## config.mk

```make
export PLATFORM = sky130hd
export DESIGN_NAME = module_control_unit_flat
export DESIGN_NICKNAME = d
export VERILOG_FILES = /design/src/rtl/module_control_unit_if.sv /design/src/rtl/module_control_unit.sv /design/src/flat_wrapper.sv
export SDC_FILE = /design/constraint.sdc
export NUM_CORES = 1
export LEC_CHECK = 0
export ABC_AREA = 1
export BUFFER_PORTS_ARGS = -buffer_cell sky130_fd_sc_hd__buf_2
export CAP_MARGIN = 20
export CORE_UTILIZATION = 30
export CTS_CLUSTER_DIAMETER = 200
export DETAILED_ROUTE_END_ITERATION = 8
export GPL_TIMING_DRIVEN = 1
export HOLD_SLACK_MARGIN = 0.1
export PLACE_DENSITY = 0.44
export SKIP_LAST_GASP = 1
export SLEW_MARGIN = 20
export SYNTH_ARGS = -nofsm -noshare
export SYNTH_HDL_FRONTEND = slang
export SYNTH_SLANG_ARGS = --single-unit
```

## constraint.sdc

```tcl
create_clock -name clk -period 19 [get_ports clk]
set_input_delay 0 -clock clk [delete_from_list [all_inputs] [get_ports clk]]
set_output_delay 0 -clock clk [all_outputs]
set_load 0.05 [all_outputs]
```

## src/rtl/module_control_unit_if.sv

```systemverilog
// rtl/module_control_unit_if.sv - instruction, ALU and display signals of the control unit
interface module_control_unit_if #(
  parameter int DATA_W = 16
);
  logic              instr_valid;
  logic              instr_ready;
  logic [16:0]       instr;
  logic [2:0]        alu_opcode;
  logic [DATA_W-1:0] alu_a;
  logic [DATA_W-1:0] alu_b;
  logic [DATA_W-1:0] alu_result;
  logic [DATA_W-1:0] disp_value;
  logic              disp_valid;
  logic              done;
  logic              busy;

  // Control unit side
  modport slave (
    input  instr_valid, instr, alu_result,
    output instr_ready, alu_opcode, alu_a, alu_b, disp_value, disp_valid, done, busy
  );

  // Instruction source / ALU / display side
  modport master (
    output instr_valid, instr, alu_result,
    input  instr_ready, alu_opcode, alu_a, alu_b, disp_value, disp_valid, done, busy
  );
endinterface

```

## src/rtl/module_control_unit.sv

```systemverilog
// rtl/module_control_unit.sv - four-state sequencer owning the register file and driving the ALU
module module_control_unit #(
  parameter int NUM_REGS = 16,
  parameter int DATA_W   = 16
) (
  input  logic                  clk,
  input  logic                  rst,
  module_control_unit_if.slave  bus
);

  localparam int AW = $clog2(NUM_REGS);

  localparam logic [2:0] OP_LOAD  = 3'b000;
  localparam logic [2:0] OP_ADD   = 3'b001;
  localparam logic [2:0] OP_ADDI  = 3'b010;
  localparam logic [2:0] OP_SUB   = 3'b011;
  localparam logic [2:0] OP_SUBI  = 3'b100;
  localparam logic [2:0] OP_MUL   = 3'b101;
  localparam logic [2:0] OP_CLEAR = 3'b110;
  localparam logic [2:0] OP_DSPLY = 3'b111;

  typedef enum logic [1:0] {
    S_IDLE,
    S_DECODE,
    S_EXECUTE,
    S_WRITEBACK
  } state_t;

  state_t            r_state;
  state_t            w_next;
  logic [16:0]       r_instr;
  logic [DATA_W-1:0] r_regs [NUM_REGS];
  logic [DATA_W-1:0] r_result;
  logic [2:0]        r_alu_opcode;
  logic [DATA_W-1:0] r_alu_a;
  logic [DATA_W-1:0] r_alu_b;
  logic [DATA_W-1:0] r_disp_value;

  logic              w_ready;
  logic              w_busy;
  logic              w_done;
  logic              w_disp_valid;
  logic [DATA_W-1:0] w_a;
  logic [DATA_W-1:0] w_b;

  // Fields of the latched instruction word
  logic [2:0]        w_op;
  logic [AW-1:0]     w_rd;
  logic [AW-1:0]     w_rs1;
  logic [AW-1:0]     w_rs2;
  logic [DATA_W-1:0] w_imm6_sx;
  logic [DATA_W-1:0] w_imm10_sx;

  assign w_op       = r_instr[16:14];
  assign w_rd       = r_instr[13:10];
  assign w_rs1      = r_instr[9:6];
  assign w_rs2      = r_instr[5:2];
  assign w_imm6_sx  = {{(DATA_W-6){r_instr[5]}}, r_instr[5:0]};
  assign w_imm10_sx = {{(DATA_W-10){r_instr[9]}}, r_instr[9:0]};

  // State register
  always_ff @(posedge clk or posedge rst) begin
    if (rst) r_state <= S_IDLE;
    else     r_state <= w_next;
  end

  // Next-state and handshake/status outputs
  always_comb begin
    w_next       = r_state;
    w_ready      = 1'b0;
    w_busy       = 1'b1;
    w_done       = 1'b0;
    w_disp_valid = 1'b0;
    case (r_state)
      S_IDLE: begin
        w_ready = 1'b1;
        w_busy  = 1'b0;
        if (bus.instr_valid) w_next = S_DECODE;
      end
      S_DECODE:  w_next = S_EXECUTE;
      S_EXECUTE: w_next = S_WRITEBACK;
      S_WRITEBACK: begin
        w_done       = 1'b1;
        w_disp_valid = (w_op == OP_DSPLY);
        w_next       = S_IDLE;
      end
      default: w_next = S_IDLE;
    endcase
  end

  // Latch the instruction word on the accept edge
  always_ff @(posedge clk or posedge rst) begin
    if (rst)                                       r_instr <= '0;
    else if (r_state == S_IDLE && bus.instr_valid) r_instr <= bus.instr;
  end

  // Operand selection from the register file and immediates
  always_comb begin
    w_a = '0;
    w_b = '0;
    case (w_op)
      OP_LOAD:                w_b = w_imm10_sx;
      OP_ADD, OP_SUB, OP_MUL: begin
        w_a = r_regs[w_rs1];
        w_b = r_regs[w_rs2];
      end
      OP_ADDI, OP_SUBI: begin
        w_a = r_regs[w_rs1];
        w_b = w_imm6_sx;
      end
      OP_DSPLY:               w_a = r_regs[w_rs1];
      default: begin
        w_a = '0;
        w_b = '0;
      end
    endcase
  end

  // ALU port registers, loaded at the end of DECODE
  always_ff @(posedge clk or posedge rst) begin
    if (rst) begin
      r_alu_opcode <= '0;
      r_alu_a      <= '0;
      r_alu_b      <= '0;
    end else if (r_state == S_DECODE) begin
      r_alu_opcode <= w_op;
      r_alu_a      <= w_a;
      r_alu_b      <= w_b;
    end
  end

  // Result capture at the end of EXECUTE; the display register takes the same value so it is
  // already current during the WRITEBACK cycle in which disp_valid pulses
  always_ff @(posedge clk or posedge rst) begin
    if (rst) begin
      r_result     <= '0;
      r_disp_value <= '0;
    end else if (r_state == S_EXECUTE) begin
      r_result <= bus.alu_result;
      if (w_op == OP_DSPLY) r_disp_value <= bus.alu_result;
    end
  end

  // Register file write-back on the edge leaving WRITEBACK
  always_ff @(posedge clk or posedge rst) begin
    if (rst) begin
      for (int i = 0; i < NUM_REGS; i++) r_regs[i] <= '0;
    end else if (r_state == S_WRITEBACK && w_op != OP_DSPLY) begin
      r_regs[w_rd] <= r_result;
    end
  end

  assign bus.instr_ready = w_ready;
  assign bus.busy        = w_busy;
  assign bus.done        = w_done;
  assign bus.disp_valid  = w_disp_valid;
  assign bus.disp_value  = r_disp_value;
  assign bus.alu_opcode  = r_alu_opcode;
  assign bus.alu_a       = r_alu_a;
  assign bus.alu_b       = r_alu_b;

endmodule

```

## src/flat_wrapper.sv

```systemverilog
// flat-port wrapper written by rule: the top's interface ports become plain ports
module module_control_unit_flat 
#(
  parameter int NUM_REGS = 16,
  parameter int DATA_W   = 16
)
  (clk, rst, bus_instr_valid, bus_instr, bus_alu_result, bus_instr_ready, bus_alu_opcode, bus_alu_a, bus_alu_b, bus_disp_value, bus_disp_valid, bus_done, bus_busy);
  module_control_unit_if #(.DATA_W(DATA_W)) bus_i ();
  input  logic clk;
  input  logic rst;
  input wire logic [$bits(bus_i.instr_valid)-1:0] bus_instr_valid;
  input wire logic [$bits(bus_i.instr)-1:0] bus_instr;
  input wire logic [$bits(bus_i.alu_result)-1:0] bus_alu_result;
  output wire logic [$bits(bus_i.instr_ready)-1:0] bus_instr_ready;
  output wire logic [$bits(bus_i.alu_opcode)-1:0] bus_alu_opcode;
  output wire logic [$bits(bus_i.alu_a)-1:0] bus_alu_a;
  output wire logic [$bits(bus_i.alu_b)-1:0] bus_alu_b;
  output wire logic [$bits(bus_i.disp_value)-1:0] bus_disp_value;
  output wire logic [$bits(bus_i.disp_valid)-1:0] bus_disp_valid;
  output wire logic [$bits(bus_i.done)-1:0] bus_done;
  output wire logic [$bits(bus_i.busy)-1:0] bus_busy;
  assign bus_i.instr_valid = bus_instr_valid;
  assign bus_i.instr = bus_instr;
  assign bus_i.alu_result = bus_alu_result;
  assign bus_instr_ready = bus_i.instr_ready;
  assign bus_alu_opcode = bus_i.alu_opcode;
  assign bus_alu_a = bus_i.alu_a;
  assign bus_alu_b = bus_i.alu_b;
  assign bus_disp_value = bus_i.disp_value;
  assign bus_disp_valid = bus_i.disp_valid;
  assign bus_done = bus_i.done;
  assign bus_busy = bus_i.busy;
  module_control_unit #(.NUM_REGS(NUM_REGS), .DATA_W(DATA_W)) u_core (.clk(clk), .rst(rst), .bus(bus_i));
endmodule
```

### Word-level counts from Yosys, hierarchy flattened

Index checks and enable logic that the tools add are counted.

| word-level totals | value |
|---|---|
| bits in registers | 342 |
| input bits | 36 |
| output and inout port bits | 55 |
| word-level logic and storage cells | 67 |

| cells by class | value |
|---|---|
| order comparisons | 4 |
| equality and inequality tests | 11 |
| mux-type cells | 17 |
| bitwise operators | 3 |
| reductions and logical operators | 9 |

Operators with widths:

| kind | number |
|---|---|
| bitwise mux 256 bit | 1 |
| binary-select mux 16 bit (select 4 bit) | 2 |
| 2-to-1 mux 16 bit | 6 |
| demux 16 bit (select 4 bit) | 1 |
| one-hot mux 16 bit (3 select lines) | 1 |
| greater-or-equal comparator 5 bit, second input constant | 3 |
| inverter 4 -> 5 bit | 3 |
| == test 3 bit, second input constant | 3 |
| one-hot mux 2 bit (4 select lines) | 1 |
| == test 3 x 2 -> 1 bit, second input constant | 2 |
| OR reduction 6 bit | 1 |
| less-than comparator 5 x 1 -> 1 bit, second input constant | 1 |
| == test 2 bit, second input constant | 2 |
| 2-to-1 mux 1 bit | 4 |
| == test 3 x 1 -> 1 bit, second input constant | 1 |
| logical AND 1 bit | 3 |
| zero test 3 bit | 1 |
| != test 3 bit, second input constant | 1 |
| OR reduction 3 bit | 1 |
| == test 2 x 1 -> 1 bit, second input constant | 1 |
| zero test 2 bit | 1 |
| 2-to-1 mux 2 bit | 1 |
| != test 2 bit, second input constant | 1 |
| AND reduction 2 bit | 1 |
| OR reduction 2 bit | 1 |

### Depth between registers and ports, before layout

Gate-level depths: netlist (run 1).

| logic depth | value |
|---|---|
| word-level depth | 6 |
| gate-level depth with buffers | 11 |
| mapped depth without buffers | 8 |

### Worst setup path before layout (run 1)

OpenSTA, ideal clock, no wires.

| timing path | value |
|---|---|
| path kind | reg2reg |
| from | register u_core.r_state[0] |
| to | register u_core.r_instr[7] |
| setup time | 0.137 ns |
| arrival | 1.701 ns |
| required time | 18.863 ns |
| slack | 17.162 ns |
| cell stages (with the launch flop) | 7 |
| path buffers | 2 |
| clock period less this slack | 1.838 ns |
| cell sequence | dfrtp_1 inv_1 ha_1 nand2_1 buf_1 buf_1 a21oi_1 |

| between the ends | value |
|---|---|
| longest elaborated chain between the ends | 2 |

RTL lines:

| what | RTL line | text |
|---|---|---|
| start, declared | module_control_unit.sv:29 | `state_t r_state;` |
| start signal, assigned | module_control_unit.sv:64 | `else r_state <= w_next;` |
| zero test 2 bit | module_control_unit.sv:94 | `else if (r_state == S_IDLE && bus.instr_valid) r_instr <= bus.instr;` |
| logical AND 1 bit | module_control_unit.sv:94 |  |
| end signal, assigned | module_control_unit.sv:94 |  |
| end, declared | module_control_unit.sv:31 | `logic [16:0] r_instr;` |

Every way passes these cells.
A chain may end at the register's enable or synchronous reset.

### Worst setup path after layout (run 1)

| timing path | value |
|---|---|
| from | register u_core.r_state[1] |
| to | register u_core.r_alu_a[0] (netlist: u_core.bus.alu_a[0]) |

| between the ends | value |
|---|---|
| longest elaborated chain between the ends | 1 |

RTL lines:

| what | RTL line | text |
|---|---|---|
| == test 2 x 1 -> 1 bit | module_control_unit.sv:125 | `end else if (r_state == S_DECODE) begin` |
| end signal, assigned | module_control_unit.sv:127 | `r_alu_a <= w_a;` |
| end, declared | module_control_unit.sv:35 | `logic [DATA_W-1:0] r_alu_a;` |

Every way passes these cells.

==> run_results.csv, run 1 <==
group,metric,value,unit
outcome,outcome,"complete, no violations",
synthesis,synth-seq-area-share,0.472,
placement,place_hpwl,40.2,mm
synthesis,yosys-top-cells-area,"dfrtp_1, nand2_1, o21ai_0, nand3_1, inv_1",
synthesis,async_flop_share,1.00,
layout,regArea,0.00857,sq mm
worst_hold_path,hp-class,"input pin to async pin",
synthesis,synth_seq_cells,342,
worst_setup_path,start_kind,"register",
placement,place_ws,15.33,ns
power_and_ir_drop,power_density,194,mW/mm^2
timing,finalSetupViolations,0,
power_and_ir_drop,p_total,4.04,mW
timing,hold_viol_final,0,
worst_setup_path,r2r_start,"u_core.r_state[1]$_DFFE_PP0P_",
die,core-area,0.0594,sq mm
layout,drive_above_1_share,0.0953,
routing,top_layer,"met5",
layout,final_cells,3293,
timing,finClkSkew,0.0163,ns
synthesis,synth_common_cells,"nand2_1, dfrtp_1, o21ai_0, nand3_1, inv_1",
timing,rsz0062_at_grt,"false",
worst_setup_path,r2r-end,"u_core.bus.alu_a[0]$_DFFE_PP0N_",
routing,wl_per_cell,21.5,um
timing,slew_headroom,0.280,
die,die-height,248,um
layout,syn2layout_area_growth,14.9,%
global_route,grt_pass1_vias,16100,
synthesis,yosysWarnings,0,
clocking,cts_tree,"done",
global_route,grt_util_all_layers,0.232,
clocking,clkTransAtPathRegs,0.06,ns
clocking,cts_buffers,40,
synthesis,yosysTopAreaCell,"dfrtp_1",
worst_setup_path,reg2reg_depth,6,
die,die_w,248,um
routing,met2WireLength,31.3,mm
flow_run,maxCapViolations,0,
synthesis,synth_cell_types,31,
timing,max_freq,0.271,GHz
die,io_pins,91,
global_route,grt_pass1_wl,105,mm
timing,hold_ws,0.195,ns
die,rows,89,
layout,fin_nets,2529,
worst_setup_path,startpoint,"u_core.r_state[1]$_DFFE_PP0P_",
layout,final_cell_area,0.0208,sq mm
worst_setup_path,path_max_fanout,25,
clocking,ctsLongestPathBuffers,3,
die,dieArea,0.0614,sq mm
placement,dp.cells,3163,
routing,ant_nets,0,
synthesis,synth.most_common_cell,"nand2_1",
placement,port_buffers,90,
layout,multi_input_area,0.00763,sq mm
synthesis,synth_nets,2495,
die,start_util,0.305,
routing,drt-total-wl,70.6,mm
timing,tns,0,ns
synthesis,synth_edf_count,0,
global_route,grt_overflow,0,
timing,worstMarginPinSlew,1.08,ns
timing,slew_viol_final,0,
clocking,cts_resized,0,
power_and_ir_drop,cellLeakagePower,9.83,nW
clocking,insertion_delay,0.57,ns
power_and_ir_drop,vdd_drop_max,0.0000880,V
worst_setup_path,cp.required,19.49,ns
global_route,grt_start_max_net_pins,165,
synthesis,synth-main-ff-cell,"dfrtp_1",
clocking,cts_hold_buf,57,
routing,vias,16700,
layout,fillers,6273,
synthesis,syn_inst,2455,
synthesis,synth_area_per_cell,7.38,sq um
synthesis,synth_top_cell_area_share,0.472,
worst_setup_path,rrSetupSlack,15.31,ns
timing,finalWorstSetupSlack,15.31,ns
routing,wl_met3,3.64,mm
routing,via_per_inst,5.08,
worst_setup_path,crit_path_end_kind,"register",
clocking,clockRootBuffer,"clkbuf_16",
clocking,cts_setup_buffers,0,
routing,drtPass1Iterations,6,
layout,utilization,0.351,
worst_setup_path,worst-endpoint-arrival,4.18,ns
timing,finalCriticalPeriod,3.69,ns
placement,placed_cell_area,0.0189,sq mm
global_route,antenna_found_initial,1,
worst_setup_path,crit_type,"register to register",
routing,drc,0,
routing,drt_first_iter_violations,1505,
synthesis,syn_area,0.0181,sq mm
placement,gp_congestion,0.825,
clocking,cts.sinks,342,
routing,wl_met1,33.3,mm
timing,post-route-period-util,0.194,
clocking,htreeDepth,2,
==> critical path, stage by stage, from the launching register on <==
cell and delay [ns]:
dfrtp_1 0.40, inv_1 0.11, ha_1 0.71, clkinv_1 1.00, nor2_2 1.15, nand2_1 0.12, nand2_1 0.10
==> registers in the layout, indices dropped and copies added (netlist names) <==
signal                 flops
u_core.bus.alu_a          16
u_core.bus.alu_b          16
u_core.bus.alu_opcode      3
u_core.bus.disp_value     16
u_core.r_instr            17
u_core.r_regs            256
u_core.r_result           16
u_core.r_state             2
==> placed cells by master (no fill, tap or decap), types with 2 or more instances in the layout <==
master and count:
mux2_2 19, clkinv_1 3, o21ai_0 323, nor4_4 2, clkbuf_8 14, inv_2 8, nor2_4 2, clkinv_2 9
nor2_1 70, inv_1 275, nor3_1 4, clkbuf_16 41, ha_1 4, dfrtp_4 2, nand2_2 6, dlygate4sd3_1 57
clkbuf_1 9, dfrtp_2 3, o211ai_1 4, o21ai_1 80, nand4_4 3, nand2_1 644, nor2_2 4, nand3_1 308
buf_4 27, nand2_4 4, dfrtp_1 337, a21oi_1 157, buf_2 90, nand4_1 3
==> layout make-up <==
type / instances / share of cell area
sequential: 342 / 0.411
multi-input combinational: 1640 / 0.366
clock buffer: 64 / 0.0601
timing repair buffer: 175 / 0.0597
inverter: 290 / 0.0529
tap: 773 / 0.0464
clock inverter: 8 / 0.00312
antenna: 1 / 0.000120
==> layer usage <==
metal	track usage	vias to the layer above
met5	0	-
met4	0.0861	2
met3	0.0298	115
met2	0.356	474
met1	0.332	8162
li1	-	7968
==> kinds of logic (layout without fill, tap and decap cells) <==
family                     after synthesis  count (layout)  synth area share
and+or+nand+nor                       1052            1052             0.249
AOI/OAI and AO/OA                      564             564             0.156
buffers and inverters                  473             537             0.108
DFF                                    342             342             0.472
muxes                                   19              19            0.0118
adders and majority gates                4               4           0.00276
xor gates and xnor gates                 1               1          0.000483
other                                    0               1                 0
==> how the worst max path moves through the flow <==
| stage | end | slack, ns | cells after the start |
|---|---|---|---|
| 6_report | u_core.bus.alu_a[0]$_DFFE_PP0N_ | 15.31 | 6 |
| 5_1_grt | u_core.bus.alu_a[6]$_DFFE_PP0N_ | 15.02 | 6 |
| 4_1_cts | u_core.bus.alu_a[0]$_DFFE_PP0N_ | 15.32 | 6 |
| 3_5_place_dp | u_core.bus.alu_a[6]$_DFFE_PP0N_ | 15.33 | 6 |
| 3_3_place_gp | u_core.bus.alu_a[2]$_DFFE_PP0N_ | 15.48 | 6 |
| 2_1_floorplan | u_core.bus.alu_a[0]$_DFFE_PP0N_ | 9.52 | 1 |
==> where the power goes <==
group	switching, mW	leakage, nW	internal (mW)
Sequential	0.241	4.43	1.02
Combinational	1.43	4.75	0.565
Clock	0.324	0.658	0.463
Total	1.99	9.83	2.05
No activity file was read; power rests on OpenSTA's default activity.
==> run 2: changes to the inputs <==
Clock period 19 ns to 3.5 ns, I/O delays scaled along.
==> run 2 against run 1 <==
Net effect:
- clock-buffer cell count shrank 6
- largest power group unchanged
- final area fell by 0.12%
- via count rose by 0.99%
- fmax grew 51%
==> run_results.csv, run 2 (synthesis gave the netlist of run 1 again) <==
group,metric,value,unit
clocking,insertion_delay,0.57,ns
worst_setup_path,slowest_stage,"nor4_4",
timing,hold_viol_final,0,
global_route,antenna_found_initial,3,
power_and_ir_drop,p_total,22.1,mW
clocking,clkTransAtPathRegs,0.06,ns
clocking,clockRootBuffer,"clkbuf_16",
routing,ant_nets,0,
layout,multi_input_area,0.00763,sq mm
timing,finClkSkew,0.0320,ns
layout,drive_above_1_share,0.100,
power_and_ir_drop,power.internal,11.1,mW
worst_setup_path,cp.required,3.94,ns
placement,gp_congestion,0.814,
worst_setup_path,start_kind,"register",
clocking,ctsLongestPathBuffers,3,
clocking,cts_tree,"done",
layout,layout_commonest_cell,"nand2_1",
layout,final_cell_mix,"nand2_1, dfrtp_1, o21ai_0, nand3_1, inv_1",
global_route,grt_util_all_layers,0.236,
power_and_ir_drop,swShare,0.496,
clocking,cts_resized,0,
layout,fin_nets,2527,
layout,fillers,6374,
die,dieArea,0.0614,sq mm
routing,drc,0,
die,core-area,0.0594,sq mm
placement,placed_cell_area,0.0191,sq mm
worst_setup_path,crit_type,"register to register",
power_and_ir_drop,power_density,1060,mW/mm^2
routing,vias,16900,
timing,slew_viol_final,0,
timing,post-route-period-util,0.696,
layout,utilization,0.351,
layout,largest_reg_flops,256,
clocking,htreeDepth,2,
layout,top_register,"u_core.r_regs",
power_and_ir_drop,clock_power_share,0.193,
timing,slew_headroom,0.243,
timing,max_freq,0.411,GHz
placement,place_hpwl,43.2,mm
worst_setup_path,cp_cell_sequence,"nor2_1 > inv_2 > nor4_4 > buf_4 > o21ai_0",
layout,final_cell_area,0.0208,sq mm
routing,drt_first_iter_violations,1477,
power_and_ir_drop,vdd_drop_max,0.000679,V
power_and_ir_drop,power_frac_seq,0.305,
die,io_pins,91,
die,die-height,248,um
routing,via_per_inst,5.14,
flow_run,maxCapViolations,0,
worst_hold_path,hp-class,"input pin to register",
clocking,cts_buffers,41,
worst_setup_path,slowest_delay,0.92,ns
global_route,grt_start_max_net_pins,141,
layout,syn2layout_area_growth,14.8,%
power_and_ir_drop,p_comb_frac,0.502,
timing,finalCriticalPeriod,2.44,ns
worst_setup_path,crit_buf_inv,2,
die,start_util,0.305,
routing,drt-total-wl,71.6,mm
outcome,outcome,"complete, no violations",
layout,largestRegisters,"u_core.r_regs x256, u_core.r_instr x17",
global_route,grt_pass1_wl,107,mm
worst_setup_path,crit_path_end_kind,"register",
timing,rsz0062_at_grt,"false",
clocking,cts_setup_buffers,0,
worst_setup_path,path_max_fanout,18,
global_route,grt_pass1_vias,16000,
placement,port_buffers,90,
timing,worstMarginPinSlew,1.13,ns
die,die_w,248,um
worst_setup_path,worst-endpoint-arrival,2.88,ns
power_and_ir_drop,cellLeakagePower,9.82,nW
die,rows,89,
worst_setup_path,critical_path.top_delay_family,"simple AND/OR/NAND/NOR gates",
global_route,grt_overflow,0,
layout,diodes,0,
clocking,cts.sinks,342,
routing,wl_per_cell,21.8,um
routing,drtPass1Iterations,7,
power_and_ir_drop,power_switching,11.0,mW
layout,regArea,0.00857,sq mm
timing,finalSetupViolations,0,
-- run 2: path summary, 6_finish.rpt --
| path | cells after the start | endpoint | slack [ns] | start |
|---|---|---|---|---|
| max | 5 | u_core.r_regs[247]$_DFFE_PP0P_ | 1.06 | u_core.r_instr[12]$_DFFE_PP0P_ |
| min | 3 | u_core.r_instr[15]$_DFFE_PP0P_ | 0.21 | bus_instr[15] |
| max reg2reg | 5 | u_core.r_regs[247]$_DFFE_PP0P_ | 1.06 | u_core.r_instr[12]$_DFFE_PP0P_ |
| min reg2reg | 2 | u_core.bus.alu_opcode[1]$_DFFE_PP0N_ | 0.47 | u_core.bus.alu_opcode[1]$_DFFE_PP0N_ |
| max in group asynchronous | 5 | u_core.bus.disp_value[9]$_DFFE_PP0P_ | 1.82 | rst |
| min in group asynchronous | 4 | u_core.r_regs[198]$_DFFE_PP0P_ | 0.60 | rst |
-- run 2: metal layers --
layer	up-vias	wire (um)	track usage
li1	7967	-	-
met1	8302	33300	0.337
met2	520	32600	0.370
met3	95	3970	0.0316
met4	2	1700	0.0624
met5	-	7	0
-- run 2: what timing repair did --
action / in CTS / in global routing
endpoints found under the hold margin: 393 / 0
setup endpoints to repair: 0 / 0
hold buffers: 36 / 0
-- run 2: area by class of cell --
class	count	area share
inverter	290	0.0527
timing repair buffer	172	0.0598
clock inverter	9	0.00529
sequential	342	0.412
clock buffer	58	0.0573
multi-input combinational	1640	0.367
tap	773	0.0465
-- run 2: power groups by stage --
stage / sequential (mW) / clock, mW / combinational (mW)
after floorplan: 7.31 / 0 / 6.73
after global placement: 6.73 / 0 / 11.0
after detailed placement: 6.77 / 0 / 11.1
after CTS: 6.72 / 4.37 / 11.1
after global routing: 6.92 / 4.53 / 12.3
final: 6.73 / 4.27 / 11.1
-- run 2: per-stage QoR --
| stage | std cells | TNS, ns | setup WS [ns] | hold WS [ns] |
|---|---|---|---|---|
| 2_1_floorplan | 2455 | -367.48 | -1.07 | 0.121 |
| 3_3_place_gp | 3181 | 0 | 0.549 | 0.0537 |
| 3_5_place_dp | 3181 | 0 | 1.08 | 0.0550 |
| 4_1_cts | 3284 | 0 | 1.07 | 0.176 |
| 5_1_grt | 3284 | 0 | 0.911 | 0.213 |
| 6_report | 3284 | 0 | 1.06 | 0.206 |
-- run 2: worst register-to-register path, cell delays in order, from the launching register on --
cell	delay [ns]
dfrtp_1	0.49
nor2_1	0.22
inv_2	0.11
nor4_4	0.92
buf_4	0.42
o21ai_0	0.15
==> run 3: changes to the inputs <==
Settings changed: PLACE_DENSITY 0.44 to 0.45.
Clock period 3.5 ns to 2.1 ns, I/O delays scaled along.
==> run 3 against run 2 <==
Net effect:
- global-route usage decreased by 0.18 points
- utilization up 1.1 points
- register-to-register slack lost 0.94 ns
- final area is 3.0% higher
- sequential cell count did not move
- clock power is 60% higher
==> run_results.csv, run 3 (synthesis gave the netlist of run 1 again) <==
group,metric,value,unit
outcome,outcome,"complete, no violations",
timing,post-route-period-util,0.939,
layout,largestRegisters,"u_core.r_regs x256, u_core.r_instr x17",
power_and_ir_drop,power_density,1740,mW/mm^2
worst_setup_path,start_kind,"register",
layout,largest_reg_flops,256,
timing,finalSetupViolations,0,
timing,max_freq,0.507,GHz
worst_hold_path,hold_start,"bus_instr[16]",
worst_setup_path,reg2reg_depth,7,
placement,gp_congestion,0.842,
clocking,cts.sinks,342,
layout,syn2layout_area_growth,18.2,%
clocking,insertion_delay,0.56,ns
routing,vias,17100,
layout,drive_above_1_share,0.107,
layout,utilization,0.361,
global_route,antenna_found_initial,0,
placement,port_buffers,90,
layout,final_cell_mix,"nand2_1, dfrtp_1, o21ai_0, nand3_1, inv_1",
timing,rsz0062_at_grt,"false",
layout,multi_input_area,0.00762,sq mm
worst_setup_path,crit_type,"register to register",
power_and_ir_drop,cellLeakagePower,10.1,nW
worst_setup_path,cp.required,2.54,ns
placement,placed_cell_area,0.0197,sq mm
flow_run,maxCapViolations,0,
clocking,htreeDepth,2,
clocking,cts_tree,"done",
layout,regArea,0.00857,sq mm
timing,finalCriticalPeriod,1.97,ns
layout,layout_commonest_cell,"nand2_1",
routing,wl_per_cell,21.5,um
layout,final_cell_area,0.0214,sq mm
worst_hold_path,hold_path_end,"u_core.r_instr[16]$_DFFE_PP0P_",
placement,dp.cells,3207,
clocking,ctsLongestPathBuffers,3,
placement,place_ws,0.255,ns
timing,slew_headroom,0.614,
die,dieArea,0.0614,sq mm
die,rows,89,
worst_hold_path,hold_path_depth,3,
die,io_pins,91,
die,die_w,248,um
layout,top_register,"u_core.r_regs",
global_route,grt_util_all_layers,0.234,
worst_setup_path,worst-endpoint-arrival,2.41,ns
power_and_ir_drop,p_total,37.3,mW
routing,drt-total-wl,71.2,mm
global_route,grt_pass1_wl,107,mm
power_and_ir_drop,vdd_drop_max,0.000850,V
timing,finClkSkew,0.0115,ns
placement,place_hpwl,42.5,mm
worst_hold_path,hp-class,"input pin to register",
worst_setup_path,r2r_start,"u_core.r_state[1]$_DFFE_PP0P_",
die,die-height,248,um
global_route,grt_start_max_net_pins,92,
global_route,grt_pass1_vias,16500,
timing,hold_viol_final,0,
routing,drc,0,
worst_setup_path,rrSetupSlack,0.13,ns
clocking,cts_buffers,40,
clocking,clockRootBuffer,"clkbuf_16",
routing,drtPass1Iterations,8,
routing,via_per_inst,5.15,
routing,drt_first_iter_violations,1622,
global_route,grt_overflow,0,
timing,worstMarginPinSlew,0.579,ns
die,start_util,0.305,
worst_setup_path,r2r-end,"u_core.r_instr[12]$_DFFE_PP0P_",
timing,finalWorstSetupSlack,0.129,ns
worst_setup_path,crit_path_end_kind,"register",
clocking,clkTransAtPathRegs,0.06,ns
timing,slew_viol_final,0,
routing,ant_nets,0,
worst_setup_path,path_max_fanout,31,
layout,final_cells,3321,
die,core-area,0.0594,sq mm
layout,fin_nets,2561,
layout,fillers,6247,
run 3: cell types whose count changed in the layout (fill, tap and decap cells not counted), moves of 2 or more:
cell	change
buf_12	+33
bufinv_16	-2
buf_4	-7
clkbuf_8	+2
clkinv_2	-2
dlygate4sd3_1	+9
clkbuf_1	+6
run 3: layout make-up:
cell class | instances | share of cell area
flip-flops and latches | 342 | 0.400
multi-input cells | 1640 | 0.356
repair buffers | 207 | 0.0906
clock buffers | 65 | 0.0568
inverters | 290 | 0.0511
well taps | 773 | 0.0451
clock inverters | 3 | 0.000701
diodes | 1 | 0.000117
run 3: worst max path at each step:
stage,start,to,slack (ns),cells after the start
2_1_floorplan,rst,u_core.bus.alu_a[0]$_DFFE_PP0N_,-2.47,1
3_3_place_gp,u_core.r_instr[14]$_DFFE_PP0P_,u_core.r_regs[112]$_DFFE_PP0P_,0.30,9
3_5_place_dp,u_core.r_state[0]$_DFFE_PP0P_,u_core.r_regs[113]$_DFFE_PP0P_,0.25,7
4_1_cts,u_core.r_state[1]$_DFFE_PP0P_,u_core.r_instr[12]$_DFFE_PP0P_,0.07,7
5_1_grt,u_core.r_state[0]$_DFFE_PP0P_,u_core.r_instr[12]$_DFFE_PP0P_,0.009,7
6_report,u_core.r_state[1]$_DFFE_PP0P_,u_core.r_instr[12]$_DFFE_PP0P_,0.13,7
run 3: worst max-delay path, cell delays in order, from the launching register on:
cell and delay (ns):
dfrtp_1 0.40, inv_1 0.11, ha_1 0.25, nand2_1 0.12
buf_12 0.19, nor2_2 0.17, a21oi_1 0.05, dlygate4sd3_1 0.55
run 3: timing repair:
item                                    in CTS  in global routing
gates resized for setup                      0                  1
endpoints found under the setup margin       0                  1
endpoints found under the hold margin      393                  0
buffers inserted                             0                  0
hold buffers                                45                  0
run 3: per-stage QoR:
step / setup TNS (ns) / hold WS, ns
4_1_cts: 0 / 0.189
3_5_place_dp: 0 / 0.0710
5_1_grt: 0 / 0.210
6_report: 0 / 0.229
2_1_floorplan: -846.28 / 0.121
3_3_place_gp: 0 / 0.0728
run 3: power by group:
part           leakage, nW  internal [mW]  switching (mW)
Combinational         5.09           5.81            13.5
Sequential            4.43           9.23            1.88
Clock                0.605           3.93            2.90
run 3: metal layers:
metal  up-vias  global-route usage  wire (um)
li1       8038                   -          -
met1      8356               0.329      33000
met2       594               0.369      32300
met3       110              0.0291       3800
met4         0              0.0774       2060
met5         -                   0          0
